===== config.mk =====
export PLATFORM = sky130hd
export DESIGN_NAME = a2d_spi_resp
export DESIGN_NICKNAME = d
export VERILOG_FILES = /design/src/rtl/a2d_pkg.sv /design/src/rtl/a2d_sync_edge.sv /design/src/rtl/a2d_spi_resp.sv
export SDC_FILE = /design/constraint.sdc
export NUM_CORES = 1
export LEC_CHECK = 0
export BUFFER_PORTS_ARGS = -buffer_cell sky130_fd_sc_hd__clkbuf_2
export CELL_PAD_IN_SITES_DETAIL_PLACEMENT = 1
export CELL_PAD_IN_SITES_GLOBAL_PLACEMENT = 2
export CORE_MARGIN = 2
export CORE_UTILIZATION = 31
export DETAILED_ROUTE_END_ITERATION = 10
export GPL_TIMING_DRIVEN = 0
export PLACE_DENSITY_LB_ADDON = 0.1
export SKIP_LAST_GASP = 1
export SYNTH_ARGS = -nofsm -noshare
export SYNTH_HDL_FRONTEND = slang
export SYNTH_SLANG_ARGS = --single-unit

===== constraint.sdc =====
create_clock -name clk -period 2.75 [get_ports clk]
set_input_delay 0.1375 -clock clk [delete_from_list [all_inputs] [get_ports clk]]
set_output_delay 0.1375 -clock clk [all_outputs]
set_load 0.05 [all_outputs]

===== src/rtl/a2d_pkg.sv =====
// Shared definitions for the A2D SPI responder.
// Contents: FSM state type, SPI frame geometry (frame width and the
// channel-field position in the command word) and the default channel
// count and sample width.
package a2d_pkg;

    // Bits per SPI frame, command and data alike.
    localparam int unsigned FRAME_W    = 16;

    // Channel field position inside the 16-bit command word.
    localparam int unsigned CH_MSB     = 13;
    localparam int unsigned CH_LSB     = 11;

    // Default bank geometry.
    localparam int unsigned NUM_CH_DEF = 8;
    localparam int unsigned DATA_W_DEF = 12;

    // Responder transaction states.
    typedef enum logic [1:0] {
        IDLE = 2'd0,
        CMD  = 2'd1,
        DATA = 2'd2,
        DONE = 2'd3
    } state_e;

endpackage


===== src/rtl/a2d_sync_edge.sv =====
// Multi-flop synchronizer with registered rise/fall detection.
// Ports:
//   clk     - system clock
//   rst     - synchronous active-high reset (chain resets to RST_VAL)
//   sig_i   - asynchronous input pin
//   rise_o  - one-cycle pulse, registered, on a synchronized 0->1
//   fall_o  - one-cycle pulse, registered, on a synchronized 1->0
// A pin change shows up on rise_o/fall_o SYNC_STAGES+1 clocks later.
module a2d_sync_edge #(
    parameter int unsigned SYNC_STAGES = 2,
    parameter logic        RST_VAL     = 1'b1
) (
    input  logic clk,
    input  logic rst,
    input  logic sig_i,
    output logic rise_o,
    output logic fall_o
);

    logic [SYNC_STAGES-1:0] sync_q;
    logic                   prev_q;
    logic                   rise_q;
    logic                   fall_q;
    logic                   sync_s;

    assign sync_s = sync_q[SYNC_STAGES-1];

    // Synchronizer chain; bit 0 takes the raw pin, the MSB is the safe copy.
    always_ff @(posedge clk) begin
        if (rst) begin
            sync_q <= {SYNC_STAGES{RST_VAL}};
            prev_q <= RST_VAL;
            rise_q <= 1'b0;
            fall_q <= 1'b0;
        end else begin
            sync_q <= (sync_q << 1) | SYNC_STAGES'(sig_i);
            prev_q <= sync_s;
            rise_q <= sync_s & ~prev_q;
            fall_q <= ~sync_s & prev_q;
        end
    end

    assign rise_o = rise_q;
    assign fall_o = fall_q;

endmodule


===== src/rtl/a2d_spi_resp.sv =====
// Converter-side SPI responder for the 8-channel, 12-bit A2D link.
// Captures a 16-bit command on MOSI (sampled on SCLK rise), decodes the
// channel from bits [13:11] and returns that channel's sample on MISO
// (changed on SCLK fall) during the following 16-bit frame. Samples come
// from a host-writable bank.
// Ports:
//   clk, rst   - system clock, synchronous active-high reset
//   SS_n       - slave select, active low
//   SCLK       - serial clock, idle high
//   MOSI       - command data from master
//   MISO       - sample data to master (registered)
//   wr_en      - sample-bank write strobe
//   wr_ch      - channel to write
//   wr_data    - sample value to write
//   cmd_vld    - one-cycle pulse when the command frame completes
//   cmd_chnnl  - channel decoded from the last complete command
//   busy       - high whenever the FSM is not IDLE
//   xfer_done  - one-cycle pulse on a clean end of transaction
//   frame_err  - one-cycle pulse when SS_n rises mid-frame
// Build option: define A2D_RESP_INV_EN to send the sample field bitwise
// complemented (pad bits stay 0), matching a master with an inverting
// result path. Left undefined, the sample is sent true.
module a2d_spi_resp #(
    parameter int unsigned NUM_CH      = a2d_pkg::NUM_CH_DEF,
    parameter int unsigned DATA_W      = a2d_pkg::DATA_W_DEF,
    parameter int unsigned FRAME_W     = a2d_pkg::FRAME_W,
    parameter int unsigned SYNC_STAGES = 2
) (
    input  logic                      clk,
    input  logic                      rst,
    input  logic                      SS_n,
    input  logic                      SCLK,
    input  logic                      MOSI,
    output logic                      MISO,
    input  logic                      wr_en,
    input  logic [$clog2(NUM_CH)-1:0] wr_ch,
    input  logic [DATA_W-1:0]         wr_data,
    output logic                      cmd_vld,
    output logic [2:0]                cmd_chnnl,
    output logic                      busy,
    output logic                      xfer_done,
    output logic                      frame_err
);

    import a2d_pkg::*;

    localparam int unsigned CH_W  = $clog2(NUM_CH);
    localparam int unsigned CNT_W = $clog2(FRAME_W);
    localparam int unsigned PAD_W = FRAME_W - DATA_W;
    // Only command bits up to CH_MSB are ever decoded; older bits fall off.
    localparam int unsigned RX_W  = CH_MSB;

    // ------------------------------------------------------------------
    // Input synchronization
    // ------------------------------------------------------------------
    logic [SYNC_STAGES-1:0] ss_sync_q;
    logic [SYNC_STAGES-1:0] mosi_sync_q;
    logic                   ss_n_s;
    logic                   mosi_s;
    logic                   sclk_rise;
    logic                   sclk_fall;

    // SS_n resets high so a reset never looks like a select.
    always_ff @(posedge clk) begin
        if (rst) begin
            ss_sync_q   <= '1;
            mosi_sync_q <= '0;
        end else begin
            ss_sync_q   <= (ss_sync_q << 1) | SYNC_STAGES'(SS_n);
            mosi_sync_q <= (mosi_sync_q << 1) | SYNC_STAGES'(MOSI);
        end
    end

    assign ss_n_s = ss_sync_q[SYNC_STAGES-1];
    assign mosi_s = mosi_sync_q[SYNC_STAGES-1];

    a2d_sync_edge #(
        .SYNC_STAGES (SYNC_STAGES),
        .RST_VAL     (1'b1)
    ) u_sclk_sync (
        .clk    (clk),
        .rst    (rst),
        .sig_i  (SCLK),
        .rise_o (sclk_rise),
        .fall_o (sclk_fall)
    );

    // ------------------------------------------------------------------
    // Sample bank
    // ------------------------------------------------------------------
    logic [DATA_W-1:0] bank_q [NUM_CH];

    // Host writes; out-of-range channels are dropped.
    always_ff @(posedge clk) begin
        if (rst) begin
            for (int i = 0; i < int'(NUM_CH); i++) begin
                bank_q[i] <= '0;
            end
        end else if (wr_en && (32'(wr_ch) < NUM_CH)) begin
            bank_q[wr_ch] <= wr_data;
        end
    end

    // ------------------------------------------------------------------
    // Command decode and transmit-word build
    // ------------------------------------------------------------------
    state_e             state_q;
    logic [CNT_W-1:0]   cnt_q;
    logic [RX_W-1:0]    rx_q;
    logic [FRAME_W-1:0] tx_q;
    logic               skip_fall_q;
    logic               miso_q;
    logic               cmd_vld_q;
    logic [2:0]         cmd_chnnl_q;
    logic               busy_q;
    logic               xfer_done_q;
    logic               frame_err_q;

    logic [RX_W:0]        rx_d;
    logic [2:0]           ch_d;
    logic [DATA_W-1:0]    sample_d;
    logic [FRAME_W-1:0]   tx_load_d;
    logic                 last_bit_d;

    // rx_d is the command word as it stands after this rise's MOSI bit;
    // a same-cycle write to the requested channel is forwarded.
    always_comb begin
        rx_d       = {rx_q, mosi_s};
        ch_d       = rx_d[CH_MSB:CH_LSB];
        sample_d   = '0;
        last_bit_d = (cnt_q == CNT_W'(FRAME_W - 1));
        if (32'(ch_d) < NUM_CH) begin
            if (wr_en && (wr_ch == CH_W'(ch_d))) begin
                sample_d = wr_data;
            end else begin
                sample_d = bank_q[CH_W'(ch_d)];
            end
        end
`ifdef A2D_RESP_INV_EN
        tx_load_d = {{PAD_W{1'b0}}, ~sample_d};
`else
        tx_load_d = {{PAD_W{1'b0}}, sample_d};
`endif
    end

    // ------------------------------------------------------------------
    // Transaction FSM
    // ------------------------------------------------------------------
    always_ff @(posedge clk) begin
        if (rst) begin
            state_q     <= IDLE;
            cnt_q       <= '0;
            rx_q        <= '0;
            tx_q        <= '0;
            skip_fall_q <= 1'b0;
            miso_q      <= 1'b0;
            cmd_vld_q   <= 1'b0;
            cmd_chnnl_q <= '0;
            busy_q      <= 1'b0;
            xfer_done_q <= 1'b0;
            frame_err_q <= 1'b0;
        end else begin
            cmd_vld_q   <= 1'b0;
            xfer_done_q <= 1'b0;
            frame_err_q <= 1'b0;

            case (state_q)
                IDLE: begin
                    miso_q <= 1'b0;
                    if (!ss_n_s) begin
                        cnt_q   <= '0;
                        busy_q  <= 1'b1;
                        state_q <= CMD;
                    end
                end

                CMD: begin
                    if (ss_n_s) begin
                        frame_err_q <= 1'b1;
                        busy_q      <= 1'b0;
                        miso_q      <= 1'b0;
                        state_q     <= IDLE;
                    end else if (sclk_rise) begin
                        rx_q <= rx_d[RX_W-1:0];
                        if (last_bit_d) begin
                            cmd_chnnl_q <= ch_d;
                            cmd_vld_q   <= 1'b1;
                            tx_q        <= tx_load_d;
                            skip_fall_q <= 1'b1;
                            cnt_q       <= '0;
                            state_q     <= DATA;
                        end else begin
                            cnt_q <= cnt_q + CNT_W'(1);
                        end
                    end
                end

                DATA: begin
                    if (ss_n_s) begin
                        frame_err_q <= 1'b1;
                        busy_q      <= 1'b0;
                        miso_q      <= 1'b0;
                        state_q     <= IDLE;
                    end else begin
                        miso_q <= tx_q[FRAME_W-1];
                        // First fall opens the data frame while bit 15 is
                        // already on the wire; it must survive the next rise.
                        if (sclk_fall) begin
                            if (skip_fall_q) begin
                                skip_fall_q <= 1'b0;
                            end else begin
                                tx_q <= {tx_q[FRAME_W-2:0], 1'b0};
                            end
                        end
                        if (sclk_rise) begin
                            if (last_bit_d) begin
                                cnt_q   <= '0;
                                state_q <= DONE;
                            end else begin
                                cnt_q <= cnt_q + CNT_W'(1);
                            end
                        end
                    end
                end

                DONE: begin
                    miso_q <= 1'b0;
                    if (ss_n_s) begin
                        xfer_done_q <= 1'b1;
                        busy_q      <= 1'b0;
                        state_q     <= IDLE;
                    end
                end

                default: begin
                    miso_q  <= 1'b0;
                    busy_q  <= 1'b0;
                    state_q <= IDLE;
                end
            endcase
        end
    end

    assign MISO      = miso_q;
    assign cmd_vld   = cmd_vld_q;
    assign cmd_chnnl = cmd_chnnl_q;
    assign busy      = busy_q;
    assign xfer_done = xfer_done_q;
    assign frame_err = frame_err_q;

endmodule

==> results of run 1 <==
[stage by stage]
stage	setup WS (ns)	total power [mW]	cells	hold WS (ns)	util (%)
floorplan	0.869	2.80	557	0.241	-
global placement	0.443	2.93	859	0.326	34.1
detailed placement	0.386	2.94	859	0.332	34.1
CTS	0.376	5.41	894	0.116	37.2
global route	0.147	5.54	894	0.144	37.2
finish	0.393	5.33	895	0.129	37.2
[cells by family (layout without fill, tap and decap cells)]
logic type | Yosys count | count (layout)
adder cells (fa/ha/maj) | 7 | 7
AO/OA/AOI/OAI | 73 | 73
other | 0 | 1
AND/OR/NAND/NOR | 244 | 244
multiplexers | 38 | 38
buffers and inverters | 40 | 102
flip-flops | 152 | 152
XOR/XNOR | 3 | 3
[worst max path at each step]
stage / cells past startpoint / endpoint / slack [ns] / from
after floorplan: 8 / state_q[1] / 0.87 / state_q[1]
after global placement: 9 / tx_q[9] / 0.44 / state_q[1]
after detailed placement: 9 / tx_q[4] / 0.39 / state_q[1]
after CTS: 9 / tx_q[4] / 0.38 / state_q[1]
after global routing: 9 / tx_q[10] / 0.15 / state_q[1]
final: 9 / tx_q[4] / 0.39 / state_q[1]
[power groups by stage]
stage	Clock [mW]	Combinational (mW)	Sequential, mW
floorplan	0	0.190	2.61
global placement	0	0.323	2.60
detailed placement	0	0.328	2.61
CTS	2.51	0.332	2.56
global route	2.61	0.363	2.57
finish	2.45	0.326	2.56
[metal layers]
layer	GRT usage, %	wire (um)	vias to the layer above	part of all wire [%]
met3	3.25	441	16	2.5
li1	-	-	2093	-
met5	0	0	-	0
met2	26.4	8100	46	46
met4	4.63	168	0	0.96
met1	23.5	8720	2212	50
[synth_stat cells (all sizes together)]
library cell  count
clkbuf           25
and2             98
nand4             1
mux4             17
xnor2             3
or3               3
nor2             31
nor2b            16
buf               9
mux2i             6
a211oi           12
o41ai             8
or3b              1
a22oi             1
a21oi            24
o21ai            10
mux2             15
nand3b           11
edfxtp           96
a32o              1
or2              13
o32ai             1
nand2b            7
nand2            40
ha                7
nor3             16
nand3             3
a221oi            5
dfxtp            56
o22ai             9
nor3b             3
o21a              1
inv               6
a21boi            1
and4              1
[final cells by class]
class / instances / share of cell area (%)
antenna: 1 / 0.0318
buffer: 34 / 2.02
clock buffer: 23 / 6.63
clock inverter: 9 / 1.30
inverter: 6 / 0.286
multi-input combinational: 365 / 32.4
sequential: 152 / 50.9
tap: 275 / 4.37
timing repair buffer: 30 / 2.10
[what timing repair did]
item	4_1_cts	5_1_grt
setup buffers	0	0
hold buffers	3	0
hold endpoints to repair	3	0
setup endpoints to repair	0	0
[state kept, by name (all words and copies together) (netlist names), 2 cells and up, named ones only]
register            cells
u_sclk_sync.sync_q      2
tx_q                   16
cmd_chnnl               3
state_q                 2
bank_q                 96
cnt_q                   4
mosi_sync_q             2
rx_q                   13
ss_sync_q               2
==> metrics.md, run 1 <==
| Metric | Value |
|---|---|
| Detailed Routing Iterations Pass 1 | `4` |
| Post-Synth Simple-Gate Area | `20.0%` |
| Pwr per Cell Area | `a little under 700 nW/um^2` |
| Lkg Pwr | `2.72 nW` |
| Rows | `53` |
| Yosys top cell by area | `edfxtp_1` |
| Hpwl dp | `12200 um` |
| Starting DRT DRC Count | `267` |
| Hold Path Depth | `2` |
| Synth top area cells | `edfxtp_1 43%, dfxtp_1 17%, and2_1 9.1%` |
| I/O Pins | `29` |
| Drc violations | `0` |
| Post-Syn Area | `between 6000 and 7000 sq um` |
| Cts bufs inserted | `17` |
| Status | `completed` |
| ANT nets after route | `0` |
| Largest family of logic cells by synthesized area | `simple AND/OR/NAND/NOR gates` |
| Final Skew | `approximately 0.0089 ns` |
| CTS Root Buffer Type | `clkbuf_16` |
| Vias per cell | `4.88` |
| CP max-delay cell | `clkbuf_1` |
| Crit-path max cell delay | `slightly below 0.4 ns` |
| Sequential area share after synthesis | `between 50% and 60%` |
| Worst setup EP type | `flip-flop` |
| Worst path top cell family by delay | `buffers and inverters` |
| CTS tree | `built` |
| Vias in the first global route | `around 4700` |
| XOR/XNOR share of the synthesized area | `0.390%` |
| Fmax achieved | `424 MHz` |
| Most frequent cells in the layout | `98 x and2_1, 96 x edfxtp_1, 56 x dfxtp_1` |
| Cts repair resizes | `0` |
| Worst-Skew Late Latency | `about 0.43 ns` |
| Placed cell area | `about 7200 sq um` |
| WP data arrival | `2.67 ns` |
| Fin nets | `634` |
| Reg-to-reg slack, setup | `0.39 ns` |
| Die X | `~150 um` |
| CTS Sinks | `about 150` |
| HP Start | `wr_data[0]` |
| Antenna violations before repair | `0` |
| Post-route minimum period | `2.36 ns` |
| Worst setup path class | `flip-flop to flip-flop` |
| Clock share of power | `roughly 46%` |
| CTS Buffer Depth | `2` |
| Synth Register Bits | `about 150` |
| Synthesized Nets | `585` |
| CP Launch Type | `flip-flop` |
| Hold/Removal Path Class | `primary input to flip-flop` |
| Final hold vios | `0` |
| Reg2Reg Depth | `9` |
| Initial Utilization | `31.8%` |
| RD Place Congestion | `approximately 0.73` |
| Max_cap viols | `0` |
| FILL cells | `~2300` |
| P_int | `4.10 mW` |
| Sequential Area | `4000 sq um` |
| Syn-to-layout area delta | `16.9%` |
| Final Max Slew Viols | `0` |
| Top-area cell type share of the netlist area | `42.8%` |
| Reg-to-Reg End | `tx_q[4]` |
| Critical path buffers and inverters | `3` |
| Synth Area in Compound Gates | `7.10%` |
| Die Height | `151 um` |
| Final setup viols | `0` |
| Layout cell share with drive strength beyond 1 | `between 10% and 20%` |
| Remaining global-route overflow | `0` |
| DR WL/cell | `~19 um` |
| Accumulated negative setup slack | `0 ns` |
| Max IR drop VDD | `between 300 and 400 uV` |
| Core area | `roughly 21000 sq um` |
| Period Utilization, post-route | `a little under nine tenths` |
| Reg clk slew, reported paths | `0.07 ns` |
| Sw Pwr | `1.23 mW` |
| Design Area, Final | `7870 sq um` |
| CP max FO | `10` |
| First-pass GRT wire length | `28000 um` |
| Flop pwr share | `48.0%` |
| Routed via count | `4367` |
| CP Cell Sequence | `inv_1 -> ha_1 -> clkbuf_1 -> o21ai_1 -> a32o_1 -> nand2_1 -> buf_2 -> nand3b_1 -> o41ai_1` |
| Post-synthesis adder-cell area fraction | `1.30%` |
| CP Data Required Time | `3.06 ns` |
| Worst-Margin Slew | `0.650 ns` |
| Input/output buffers | `27` |
| Commonest non-fill, non-tap cell in the layout | `and2_1` |
| Final WL | `around 17000 um` |
| Sw Ratio | `23.1%` |
| Die area | `~23000 sq um` |
| R2R Path Start | `state_q[1]` |
| Max-slew headroom | `between 50% and 60%` |
| Post-Synthesis Cells | `557` |
| Cell variety after synth | `40` |
| Combinational share of power | `6.1%` |
| Htree depth | `4` |
| Syn avg cell area | `12.1 sq um` |
| Gr usage total | `16.7%` |
| Sink of the worst hold path | `bank_q[4][0]` |
| Post-synthesis mux area share | `9.08%` |
| Largest net degree at the start of global routing | `17` |
| Unrepaired setup endpoints after global routing | `no` |
| Area of the multi-input gates | `2550 sq um` |
| Synth warnings | `0` |
(Power assumes the default switching activity.)
==> run 2: changes to the inputs <==
- PLACE_DENSITY_LB_ADDON: 0.1 -> 0.15
==> metrics.md, run 2 (same netlist as run 1, synthesis figures left out) <==
| Metric | Value |
|---|---|
| Max_cap viols | `0 (unchanged)` |
| RD Place Congestion | `0.722 (was 0.726)` |
| Non-Filler Instances | `894 (was 895)` |
| Cts repair resizes | `0 (unchanged)` |
| Vias per cell | `4.83 (was 4.88)` |
| Unrepaired setup endpoints after global routing | `no (unchanged)` |
| Post-route minimum period | `2.42 ns (was 2.36 ns)` |
| Postcts setup bufs | `0 (unchanged)` |
| CTS Buffer Depth | `2 (unchanged)` |
| I/O Pins | `29 (unchanged)` |
| Reg-to-reg slack, setup | `0.33 ns (was 0.39 ns)` |
| Syn-to-layout area delta | `16.6% (was 16.9%)` |
| CP Data Required Time | `3.06 ns (about the same)` |
| Initial Utilization | `31.8% (unchanged)` |
| Global Route met2 Usage | `26.4% (unchanged)` |
| Max-slew headroom | `57.2% (was 56.1%)` |
| Setup ws final | `0.327 ns (was 0.393 ns)` |
| Vias in the first global route | `4664 (was 4742)` |
| CP Launch Type | `flip-flop (unchanged)` |
| Remaining global-route overflow | `0 (unchanged)` |
| Most frequent cells in the layout | `98 x and2_1, 96 x edfxtp_1, 56 x dfxtp_1 (unchanged)` |
| Antenna violations before repair | `0 (unchanged)` |
| Largest Register | `bank_q (unchanged)` |
| Largest net degree at the start of global routing | `17 (unchanged)` |
| R2R Path Start | `state_q[1] (unchanged)` |
| CTS Sinks | `152 (unchanged)` |
| HP Start | `wr_data[6] (was wr_data[0])` |
| Reg clk slew, reported paths | `0.07 ns (about the same)` |
| Drc violations | `0 (unchanged)` |
| Hpwl dp | `12100 um (was 12200 um)` |
| Max IR drop VDD | `352 uV (was 355 uV)` |
| Worst setup EP type | `flip-flop (unchanged)` |
| Core area | `21200 sq um (unchanged)` |
| Cts bufs inserted | `17 (unchanged)` |
| Input/output buffers | `27 (unchanged)` |
| Fin nets | `634 (unchanged)` |
| DR WL/cell | `19.1 um (was 19.5 um)` |
| CTS tree | `built (unchanged)` |
| Biggest regs | `bank_q: 96 flops, tx_q: 16 flops, rx_q: 13 flops (unchanged)` |
| Final Skew | `0.0125 ns (was 0.00892 ns)` |
| Period Utilization, post-route | `88.1% (was 85.7%)` |
| Layout cell share with drive strength beyond 1 | `18.3% (was 17.9%)` |
| Accumulated negative setup slack | `0 ns (unchanged)` |
| Commonest non-fill, non-tap cell in the layout | `and2_1 (unchanged)` |
| Ant diodes | `0 (was 1)` |
| Pwr per Cell Area | `678 nW/um^2 (was 677 nW/um^2)` |
| Hold/Removal Path Class | `primary input to flip-flop (unchanged)` |
| Die Height | `151 um (unchanged)` |
| GRT met3 Usage | `3.07% (was 3.25%)` |
| Htree depth | `4 (unchanged)` |
| Worst-Margin Slew | `0.633 ns (was 0.650 ns)` |
| Lkg Pwr | `2.71 nW (was 2.72 nW)` |
| Reg2Reg Depth | `9 (unchanged)` |
| CP max FO | `10 (unchanged)` |
| Starting DRT DRC Count | `224 (was 267)` |
| Inst Count DP | `859 (unchanged)` |
| Sequential Area | `4000 sq um (unchanged)` |
| Die area | `22900 sq um (unchanged)` |
| Fmax achieved | `413 MHz (was 424 MHz)` |
| Status | `completed (unchanged)` |
| Hold Path Depth | `2 (unchanged)` |
| Final Max Slew Viols | `0 (unchanged)` |
| Number of flip-flops in the largest register | `96 (unchanged)` |
| FILL cells | `2258 (was 2274)` |
| ANT nets after route | `0 (unchanged)` |
| Final WL | `17100 um (was 17400 um)` |
| Gr usage total | `16.2% (was 16.7%)` |
| WP data arrival | `2.73 ns (was 2.67 ns)` |
| Rows | `53 (unchanged)` |
| Final setup viols | `0 (unchanged)` |
| Pre-CTS setup slack | `0.351 ns (was 0.386 ns)` |
| Routed via count | `4314 (was 4367)` |
| Area of the multi-input gates | `2550 sq um (unchanged)` |
| Layer with the highest usage | `met2 (unchanged)` |
| Die X | `151 um (unchanged)` |
| Post-Route Utilization | `37.1% (was 37.2%)` |
| Worst-Skew Late Latency | `0.43 ns (about the same)` |
| Final hold vios | `0 (unchanged)` |
| Reg-to-Reg End | `tx_q[7] (was tx_q[4])` |
| CTS Root Buffer Type | `clkbuf_16 (unchanged)` |
| Detailed Routing Iterations Pass 1 | `4 (unchanged)` |
| Total power | `5.32 mW (was 5.33 mW)` |
| First-pass GRT wire length | `27200 um (was 28000 um)` |
| Grt met1 use | `22.2% (was 23.5%)` |
| Worst setup path class | `flip-flop to flip-flop (unchanged)` |
| Sink of the worst hold path | `bank_q[2][6] (was bank_q[4][0])` |
run 2: changes by cell type in the layout (fill, tap and decap cells not counted), moves of 2 or more:
| cell | previous run | this run |
|---|---|---|
| clkinvlp_4 | 0 | 3 |
| inv_8 | 1 | 3 |
| inv_6 | 2 | 5 |
| clkbuf_1 | 27 | 25 |
| clkbuf_16 | 20 | 17 |
| clkinv_4 | 5 | 0 |
run 2: how the worst max path moves through the flow:
| stage | end | startpoint | slack [ns] |
|---|---|---|---|
| finish | tx_q[7] | state_q[1] | 0.33 |
| global route | tx_q[9] | state_q[1] | 0.09 |
| CTS | tx_q[7] | state_q[1] | 0.32 |
| detailed placement | tx_q[7] | state_q[1] | 0.35 |
| global placement | tx_q[9] | state_q[1] | 0.45 |
| floorplan | state_q[1] | state_q[1] | 0.87 |
run 2: per-layer routing:
| layer | part of all wire [%] | vias up |
|---|---|---|
| met2 | 48 | 54 |
| met3 | 2.7 | 15 |
| met4 | 0.94 | 0 |
| met5 | 0 | - |
| li1 | - | 2097 |
| met1 | 48 | 2148 |
run 2: power by group:
part	total, mW	switching (mW)	internal, mW
Clock	2.44	1.06	1.38
Combinational	0.324	0.207	0.117
Sequential	2.56	0.0312	2.53
run 2: cell type report:
type                    count  share of cell area [%]
well taps                 275                    4.38
repair buffers             30                    2.10
plain buffers              34                    2.02
flip-flops and latches    152                    51.0
clock inverters            15                    2.31
inverters                   6                   0.287
clock buffers              17                    5.42
multi-input cells         365                    32.5
run 2: worst max-delay path, cell delays in order (launching register included):
cell and delay (ns):
dfxtp_1 0.36, inv_1 0.13, ha_1 0.15, clkbuf_1 0.40, o21ai_1 0.14, a32o_1 0.31
nand2_1 0.30, buf_2 0.32, nand3b_1 0.11, o41ai_1 0.08
run 2: what timing repair did:
| item | CTS | global route |
|---|---|---|
| setup endpoints to repair | 0 | 0 |
| hold buffers | 3 | 0 |
| hold endpoints to repair | 3 | 0 |
run 2: per-stage QoR:
step | hold slack [ns] | cell area [sq um]
final | 0.142 | 7850
after global routing | 0.146 | 7850
after CTS | 0.129 | 7850
after detailed placement | 0.332 | 7220
after global placement | 0.324 | 7220
after floorplan | 0.241 | 6740
==> run 3: changes to the inputs <==
- REMOVE_ABC_BUFFERS: not set -> 1
==> metrics.md, run 3 (same netlist as run 1, synthesis figures left out) <==
| Metric | Value |
|---|---|
| Number of flip-flops in the largest register | `96 (unchanged)` |
| Starting DRT DRC Count | `186 (was 224)` |
| Accumulated negative setup slack | `0 ns (unchanged)` |
| CP max FO | `19 (was 10)` |
| Ant diodes | `0 (unchanged)` |
| CP Data Required Time | `3.03 ns (was 3.06 ns)` |
| Hpwl dp | `10300 um (was 12100 um)` |
| Vias per cell | `4.89 (was 4.83)` |
| Die X | `151 um (unchanged)` |
| Post-route minimum period | `2.49 ns (was 2.42 ns)` |
| Max IR drop VDD | `433 uV (was 352 uV)` |
| Commonest non-fill, non-tap cell in the layout | `and2_1 (unchanged)` |
| Max-slew headroom | `31.9% (was 57.2%)` |
| Final hold vios | `0 (unchanged)` |
| Drc violations | `0 (unchanged)` |
| Largest Register | `bank_q (unchanged)` |
| Remaining global-route overflow | `0 (unchanged)` |
| Detailed Routing Iterations Pass 1 | `6 (was 4)` |
| Htree depth | `4 (unchanged)` |
| CTS Sinks | `152 (unchanged)` |
| Biggest regs | `bank_q: 96 flops, tx_q: 16 flops, rx_q: 13 flops (unchanged)` |
| Largest net degree at the start of global routing | `72 (was 17)` |
| DR WL/cell | `18.6 um (was 19.1 um)` |
| CTS tree | `built (unchanged)` |
| Reg clk slew, reported paths | `0.07 ns (about the same)` |
| Worst setup EP type | `flip-flop (unchanged)` |
| Antenna violations before repair | `0 (unchanged)` |
| Final WL | `16100 um (was 17100 um)` |
| Pwr per Cell Area | `666 nW/um^2 (was 678 nW/um^2)` |
| First-pass GRT wire length | `25900 um (was 27200 um)` |
| Hold/Removal Path Class | `primary input to flip-flop (unchanged)` |
| Initial Utilization | `31.8% (unchanged)` |
| CTS Root Buffer Type | `clkbuf_16 (unchanged)` |
| Syn-to-layout area delta | `14.6% (was 16.6%)` |
| Routed via count | `4224 (was 4314)` |
| Worst setup path class | `flip-flop to flip-flop (unchanged)` |
| ANT nets after route | `0 (unchanged)` |
| RD Place Congestion | `0.729 (was 0.722)` |
| Final setup viols | `0 (unchanged)` |
| Rows | `53 (unchanged)` |
| Total power | `5.15 mW (was 5.32 mW)` |
| Fin nets | `603 (was 634)` |
| CP Launch Type | `flip-flop (unchanged)` |
| Most frequent cells in the layout | `98 x and2_1, 96 x edfxtp_1, 55 x dfxtp_1 (was 98 x and2_1, 96 x edfxtp_1, 56 x dfxtp_1)` |
| WP data arrival | `2.77 ns (was 2.73 ns)` |
| Input/output buffers | `28 (was 27)` |
| Cts bufs inserted | `17 (unchanged)` |
| Die area | `22900 sq um (unchanged)` |
| Final Skew | `0.0124 ns (was 0.0125 ns)` |
| Gr usage total | `15.4% (was 16.2%)` |
| Reg-to-reg slack, setup | `0.26 ns (was 0.33 ns)` |
| Status | `completed (unchanged)` |
| Vias in the first global route | `4539 (was 4664)` |
| CTS Buffer Depth | `2 (unchanged)` |
| Fmax achieved | `401 MHz (was 413 MHz)` |
| Worst-Skew Late Latency | `0.43 ns (about the same)` |
| Max_cap viols | `0 (unchanged)` |
| Core area | `21200 sq um (unchanged)` |
| Layout cell share with drive strength beyond 1 | `18.9% (was 18.3%)` |
| Lkg Pwr | `2.64 nW (was 2.71 nW)` |
| Final Max Slew Viols | `0 (unchanged)` |
| Worst-Margin Slew | `1.02 ns (was 0.633 ns)` |
| Period Utilization, post-route | `90.6% (was 88.1%)` |
| Unrepaired setup endpoints after global routing | `no (unchanged)` |
| Die Height | `151 um (unchanged)` |
| I/O Pins | `29 (unchanged)` |
## run 3: path summary, 6_finish.rpt
kind                              start                    end  cells past startpoint
setup / recovery              flip-flop                tx_q[2]                      5
hold / removal                      rst         mosi_sync_q[0]                      2
setup reg to reg              flip-flop                tx_q[2]                      5
hold reg to reg   u_sclk_sync.sync_q[0]  u_sclk_sync.sync_q[1]                      1
## run 3: area by class of cell
type                            count  area [sq um]
Clock buffer                       18           429
Clock inverter                     14           140
Fill cell                        2283         13400
Inverter                            6          22.5
Multi-Input combinational cell    365          2560
Sequential cell                   152          4010
Tap cell                          275           344
Timing Repair Buffer               33           218
## run 3: worst max-delay path: stages, from the launching register on
cell      delay [ns]
dfxtp_1         0.98
nand2_1         0.46
o22ai_1         0.27
nor3_1          0.07
a211oi_1        0.43
o41ai_1         0.14
## run 3: report_power, final
group	internal [mW]	total, mW	leakage [nW]	switching [mW]
sequential	2.53	2.56	1.37	0.0323
combinational	0.116	0.310	0.996	0.195
clock	1.27	2.28	0.274	1.01
total	3.91	5.15	2.64	1.23
## run 3: per-stage QoR
| step | util, % | setup slack, ns | std cells | hold slack (ns) | instance area (sq um) |
|---|---|---|---|---|---|
| finish | 36.5 | 0.259 | 863 | 0.0883 | 7720 |
| global route | 36.5 | 0.00743 | 863 | 0.101 | 7720 |
| CTS | 36.4 | -0.0794 | 862 | 0.106 | 7700 |
| detailed placement | 33.6 | -0.526 | 827 | 0.329 | 7100 |
| global placement | 33.4 | -0.948 | 826 | 0.325 | 7060 |
| floorplan | - | 0.308 | 523 | 0.204 | 6580 |
## run 3: repair_timing
action | CTS | global route
endpoints found under the hold margin | 3 | 0
endpoints found under the setup margin | 53 | 0
buffers inserted | 0 | 0
hold buffers | 3 | 0
gates resized for setup | 1 | 0
## run 3: routing by layer
metal | vias up | routed length (um) | GRT usage [%] | share of wire (%)
li1 | 2035 | - | - | -
met1 | 2131 | 7630 | 20.5 | 47
met2 | 47 | 7870 | 25.2 | 49
met3 | 11 | 385 | 3.10 | 2.4
met4 | 0 | 177 | 4.91 | 1.1
met5 | - | 0 | 0 | 0
